### src/rtl/keypad_encoder.sv
// 4x3 keypad scanner: drives rows, synchronizes and debounces the columns, and
// emits one 4-bit key code plus a one-cycle strobe per accepted press.
`timescale 1ns/1ps
module keypad_encoder #(
    parameter int SCAN_DIV       = 4,
    parameter int DEBOUNCE_SCANS = 3
) (
    input  logic       CLK,
    input  logic       RST,
    output logic [3:0] ROW_OUT,
    input  logic [2:0] COL_IN,
    output logic [3:0] BCD_output,
    output logic       KEY_VALID,
    output logic       KEY_HELD
);
    localparam int SLOT_W = $clog2(SCAN_DIV);
    localparam int CNT_W  = $clog2(DEBOUNCE_SCANS + 1);
    localparam logic [SLOT_W-1:0] SLOT_LAST = SLOT_W'(SCAN_DIV - 1);
    localparam logic [CNT_W-1:0]  CNT_MAX   = CNT_W'(DEBOUNCE_SCANS);
    localparam logic [3:0]        CODE_NONE = 4'b1111;
    localparam logic [11:0]       STAR_HASH = 12'b1010_0000_0000;

    typedef enum logic {S_IDLE, S_PRESSED} state_t;

    logic [2:0]        col_s1_q, col_s2_q;
    logic [SLOT_W-1:0] slot_q, slot_d;
    logic [1:0]        row_q, row_d;
    logic [11:0]       snap_q, snap_d;
    logic [11:0]       prev_snap_q, prev_snap_d;
    logic [11:0]       deb_keys_q, deb_keys_d;
    logic [CNT_W-1:0]  stable_cnt_q, stable_cnt_d;
    logic [11:0]       scan_snap;
    logic [3:0]        enc;
    state_t            state_q, state_d;
    logic [3:0]        bcd_q, bcd_d;
    logic              valid_q, valid_d;
    logic              held_q, held_d;

    generate
        for (genvar gi = 0; gi < 4; gi++) begin : g_row
            assign ROW_OUT[gi] = (row_q != 2'(gi));
        end
    endgenerate

    // Snapshot bits are 1 = pressed; index = row*3 + column.
    always_comb begin
        slot_d       = slot_q + SLOT_W'(1);
        row_d        = row_q;
        snap_d       = snap_q;
        prev_snap_d  = prev_snap_q;
        stable_cnt_d = stable_cnt_q;
        deb_keys_d   = deb_keys_q;
        scan_snap    = snap_q;
        scan_snap[3*int'(row_q) +: 3] = ~col_s2_q;
        if (slot_q == SLOT_LAST) begin
            slot_d = '0;
            row_d  = row_q + 2'd1;
            snap_d = scan_snap;
            if (row_q == 2'd3) begin
                prev_snap_d = scan_snap;
                if (scan_snap == prev_snap_q) begin
                    if (stable_cnt_q != CNT_MAX)
                        stable_cnt_d = stable_cnt_q + CNT_W'(1);
                end else begin
                    stable_cnt_d = '0;
                end
                if (stable_cnt_d == CNT_MAX)
                    deb_keys_d = scan_snap;
            end
        end
    end

    function automatic logic [3:0] key_code(input logic [3:0] idx);
        case (idx)
            4'd9:    key_code = 4'd11;
            4'd10:   key_code = 4'd0;
            4'd11:   key_code = 4'd12;
            default: key_code = idx + 4'd1;
        endcase
    endfunction

    always_comb begin
        enc = CODE_NONE;
        if (deb_keys_q == STAR_HASH) begin
            enc = 4'd13;
        end else if ($countones(deb_keys_q) == 1) begin
            for (int i = 0; i < 12; i++)
                if (deb_keys_q[i]) enc = key_code(4'(i));
        end
    end

    // Only an all-released debounced state ends a press; other multi-key
    // patterns leave the held code untouched.
    always_comb begin
        state_d = state_q;
        bcd_d   = bcd_q;
        valid_d = 1'b0;
        held_d  = held_q;
        case (state_q)
            S_IDLE: begin
                if (enc != CODE_NONE) begin
                    bcd_d   = enc;
                    valid_d = 1'b1;
                    held_d  = 1'b1;
                    state_d = S_PRESSED;
                end
            end
            S_PRESSED: begin
                if (deb_keys_q == '0) begin
                    bcd_d   = CODE_NONE;
                    held_d  = 1'b0;
                    state_d = S_IDLE;
                end
            end
            default: state_d = S_IDLE;
        endcase
    end

    always_ff @(posedge CLK or posedge RST) begin
        if (RST) begin
            col_s1_q     <= 3'b111;
            col_s2_q     <= 3'b111;
            slot_q       <= '0;
            row_q        <= '0;
            snap_q       <= '0;
            prev_snap_q  <= '0;
            deb_keys_q   <= '0;
            stable_cnt_q <= '0;
            state_q      <= S_IDLE;
            bcd_q        <= CODE_NONE;
            valid_q      <= 1'b0;
            held_q       <= 1'b0;
        end else begin
            col_s1_q     <= COL_IN;
            col_s2_q     <= col_s1_q;
            slot_q       <= slot_d;
            row_q        <= row_d;
            snap_q       <= snap_d;
            prev_snap_q  <= prev_snap_d;
            deb_keys_q   <= deb_keys_d;
            stable_cnt_q <= stable_cnt_d;
            state_q      <= state_d;
            bcd_q        <= bcd_d;
            valid_q      <= valid_d;
            held_q       <= held_d;
        end
    end

    assign BCD_output = bcd_q;
    assign KEY_VALID  = valid_q;
    assign KEY_HELD   = held_q;
endmodule

### config.mk
export PLATFORM = sky130hd
export DESIGN_NAME = keypad_encoder
export DESIGN_NICKNAME = d
export VERILOG_FILES = /design/src/rtl/keypad_encoder.sv
export SDC_FILE = /design/constraint.sdc
export NUM_CORES = 1
export LEC_CHECK = 0
export CAP_MARGIN = 5
export CELL_PAD_IN_SITES_DETAIL_PLACEMENT = 1
export CELL_PAD_IN_SITES_GLOBAL_PLACEMENT = 2
export CORE_UTILIZATION = 43
export CTS_CLUSTER_SIZE = 28
export DETAILED_ROUTE_END_ITERATION = 8
export PLACE_DENSITY_LB_ADDON = 0.1
export SKIP_LAST_GASP = 1
export SYNTH_ARGS = -nofsm -noshare
export SYNTH_HDL_FRONTEND = slang
export SYNTH_SLANG_ARGS = --single-unit
export TNS_END_PERCENT = 20
### constraint.sdc
create_clock -name CLK -period 7.2 [get_ports CLK]
set_clock_uncertainty 0.1 [all_clocks]
set_input_delay 1.44 -clock CLK [delete_from_list [all_inputs] [get_ports CLK]]
set_output_delay 1.44 -clock CLK [all_outputs]
set_load 0.005 [all_outputs]
==> impl_metrics.json <==
{
  "place_ws_ns": 2.204,
  "critPathMaxFanout": 6,
  "placed_cell_area_mm2": 0.003376,
  "syn2layout_area_growth_pct": 10.10,
  "min_period_over_period_pct": 69.56,
  "gp_congestion": 0.7661,
  "p_clk_share_pct": 37.0,
  "endpoint_kind": "flip-flop",
  "final_layout_size_suffix_gt1_share_pct": 10.43,
  "first_iter_violations": 139,
  "core_mm2": 0.006944,
  "critPathRequiredTime_ns": 7.31,
  "synthArstFlopShare_pct": 100.0,
  "drc": 0,
  "critPathLaunchType": "flip-flop",
  "ant_nets": 0,
  "cts.clk_slew.worst_paths_ns": 0.11,
  "nets": 349,
  "p_int_w": 0.0004392,
  "fmax_mhz": 199.7,
  "synth_edf_count": 0,
  "synth_nets": 338,
  "crit_family": "adder cells",
  "rsz0062_at_grt": "no",
  "die_area_mm2": 0.007721,
  "synth_cells": 314,
  "ctsLongestPathBuffers": 2,
  "outcome": "finished, final reports clean",
  "critPathKind": "flip-flop to flip-flop",
  "grt_pass1_wl_um": 12230,
  "numCtsBuffers": 5,
  "area.sequential_mm2": 0.001389,
  "num_vias": 2263,
  "cts_resized": 0,
  "routed_wl_um": 7069,
  "p_sw_share_pct": 24.39,
  "syn_area_mm2": 0.003171,
  "dr.pass1.iters": 4,
  "setup_viol": 0,
  "multi_input_area_mm2": 0.001577,
  "crit_buf_inv": 3,
  "hp-class": "flip-flop to flip-flop",
  "cap_violations": 0,
  "htreeDepth": 2,
  "peakVddDrop_v": 0.00009214,
  "pwr-share-comb_pct": 6.5,
  "diodes": 0,
  "maxSlewViolCount": 0,
  "ys_types": 58,
  "grt_overflow": 0,
  "grt_usage_pct": 20.87,
  "p_switching_w": 0.0001417,
  "maxSlewHeadroom_pct": 41.30,
  "hpwl_um": 5326,
  "slowest_stage": "nor4_1",
  "root_buffer": "clkbuf_8",
  "crit_arrival_ns": 5.12,
  "final_core_util_pct": 50.27,
  "floorplan.initialDensity_pct": 45.66,
  "tightest_slew_ns": 0.8784,
  "fp.dieW_um": 87.87,
  "seqPwrFrac_pct": 56.5,
  "final_common_cell": "dfrtp_1",
  "synth_area_per_cell_um2": 10.10,
  "finalHoldViolCount": 0,
  "power.density_mw_per_mm2": 166.4,
  "crit_chain": "fa_1 > fa_1 > inv_1 > fa_1 > fa_1 > inv_1 > ha_1 > inv_1 > fa_1 > a2111oi_0 > a21oi_1 > nor4_1 > o21ai_1 > a222oi_1",
  "crit_path_max_incr_delay_ns": 0.60,
  "rows": 30,
  "yosys_warnings": 0,
  "wire_per_inst_um": 16.75,
  "final_cell_mix": "dfrtp_1 (45), inv_1 (34), nand2_1 (26)",
  "crit_top_cell": "fa_1",
  "p_leak_nw": 1.613,
  "io_pins": 15,
  "cts-hold-fix-buffers": 0,
  "fin_setup_tns_ns": 0,
  "grt_pass1_vias": 2360,
  "n_fill_cell": 801,
  "fin_area_mm2": 0.003491,
  "finalWorstSetupSlack_ns": 2.192,
  "grt_max_degree": 56,
  "postCtsSetupRepairBufs": 0,
  "layout_min_cycle_time_ns": 5.008,
  "die_y_um": 87.87,
  "clk_latency_ns": 0.31,
  "antenna_found_initial": 0,
  "port_buffers": 14,
  "vias_per_cell": 5.363,
  "seq_area_frac_synth_pct": 43.80,
  "tritoncts": "done",
  "ys_seq_elements": 55,
  "cts.sinks": 55,
  "synth_ff_type": "dfrtp_1"
}
worst reg2reg max path, cell delays in order, from the launching register on:
cell,delay (ns)
dfrtp_1,0.43
fa_1,0.51
fa_1,0.52
inv_1,0.05
fa_1,0.49
fa_1,0.41
inv_1,0.07
ha_1,0.15
inv_1,0.05
fa_1,0.37
a2111oi_0,0.40
a21oi_1,0.09
nor4_1,0.60
o21ai_1,0.34
a222oi_1,0.35
flip-flops by register name, summed over array words and instances (netlist names):
register and count:
deb_keys_q 12, slot_q 2, snap_q 12, prev_snap_q 12, col_s1_q 3, stable_cnt_q 2, KEY_HELD 1, row_q 2
state_q 1, col_s2_q 3, BCD_output 4, KEY_VALID 1
worst paths after layout:
path | start | end | slack (ns) | cells after the start
min in group asynchronous | RST | state_q$_DFF_PP0_ | 1.53 | 3
max in group asynchronous | RST | prev_snap_q[2]$_DFFE_PP0P_ | 5.00 | 3
min | col_s1_q[0]$_DFF_PP1_ | col_s2_q[0]$_DFF_PP1_ | 0.26 | 0
max reg2reg | deb_keys_q[0]$_DFFE_PP0P_ | BCD_output[1]$_DFFE_PP1P_ | 2.19 | 14
min reg2reg | col_s1_q[0]$_DFF_PP1_ | col_s2_q[0]$_DFF_PP1_ | 0.26 | 0
max | deb_keys_q[0]$_DFFE_PP0P_ | BCD_output[1]$_DFFE_PP1P_ | 2.19 | 14
power groups by stage:
stage,registers (W),clock network (W),logic (W)
finish,0.000328,0.000215,0.0000375
global route,0.000330,0.000233,0.0000426
CTS,0.000328,0.000222,0.0000384
detailed placement,0.000334,0,0.0000381
global placement,0.000334,0,0.0000375
floorplan,0.000331,0,0.0000275
metrics by stage:
stage               hold WS [ns]  power [W]  instances
global route              0.2675  0.0006049        422
CTS                       0.2632  0.0005891        422
floorplan                 0.2452  0.0003588        314
global placement          0.2455  0.0003714        414
detailed placement        0.2472  0.0003724        414
finish                    0.2622  0.0005809        422
Yosys cell counts (all sizes together), types with 3 or more instances:
library cell  instances  share of area, %
dfrtp                45                36
inv                  36               4.3
nand2                26               3.1
nor2                 26               3.2
o21ai                17               2.7
a21oi                15               2.5
mux2i                13               4.1
ha                   12               4.7
dfstp                10               8.3
xor2                  9               2.5
a21o                  7               1.7
a31oi                 7               1.4
clkbuf                7              0.83
fa                    7               4.4
nand3                 6              0.95
nor2b                 6               1.2
buf                   5               1.4
nand2b                5              0.99
xnor2                 5               1.4
nor3                  4              0.63
a2111oi               3               2.0
mux2                  3               1.1
nor4                  3              0.79
nor4b                 3               1.5
o21a                  3              0.71
routing by layer:
metal / up-vias / part of all wire, % / global-route usage, %
li1: 1091 / - / -
met1: 1144 / 50 / 30.90
met2: 24 / 47 / 33.05
met3: 4 / 2.3 / 2.262
met4: 0 / 0.61 / 4.471
met5: - / 0 / 0
logic make-up after synthesis:
group	count (synthesis)	synth area share, %
AO/OA/AOI/OAI	71	16.02
XOR/XNOR	14	3.867
adder cells (fa/ha/maj)	19	9.155
buffers and inverters	48	6.472
flip-flops	55	43.80
multiplexers	16	5.169
AND/OR/NAND/NOR	91	15.51
final cells by class:
| class | instances | share of cell area [%] |
|---|---|---|
| Timing Repair Buffer | 16 | 4.444 |
| Clock inverter | 3 | 1.326 |
| Multi-Input combinational cell | 211 | 45.16 |
| Sequential cell | 55 | 39.78 |
| Clock buffer | 5 | 1.971 |
| Tap cell | 96 | 3.441 |
| Inverter | 36 | 3.871 |
No activity file was read; power rests on OpenSTA's default activity.
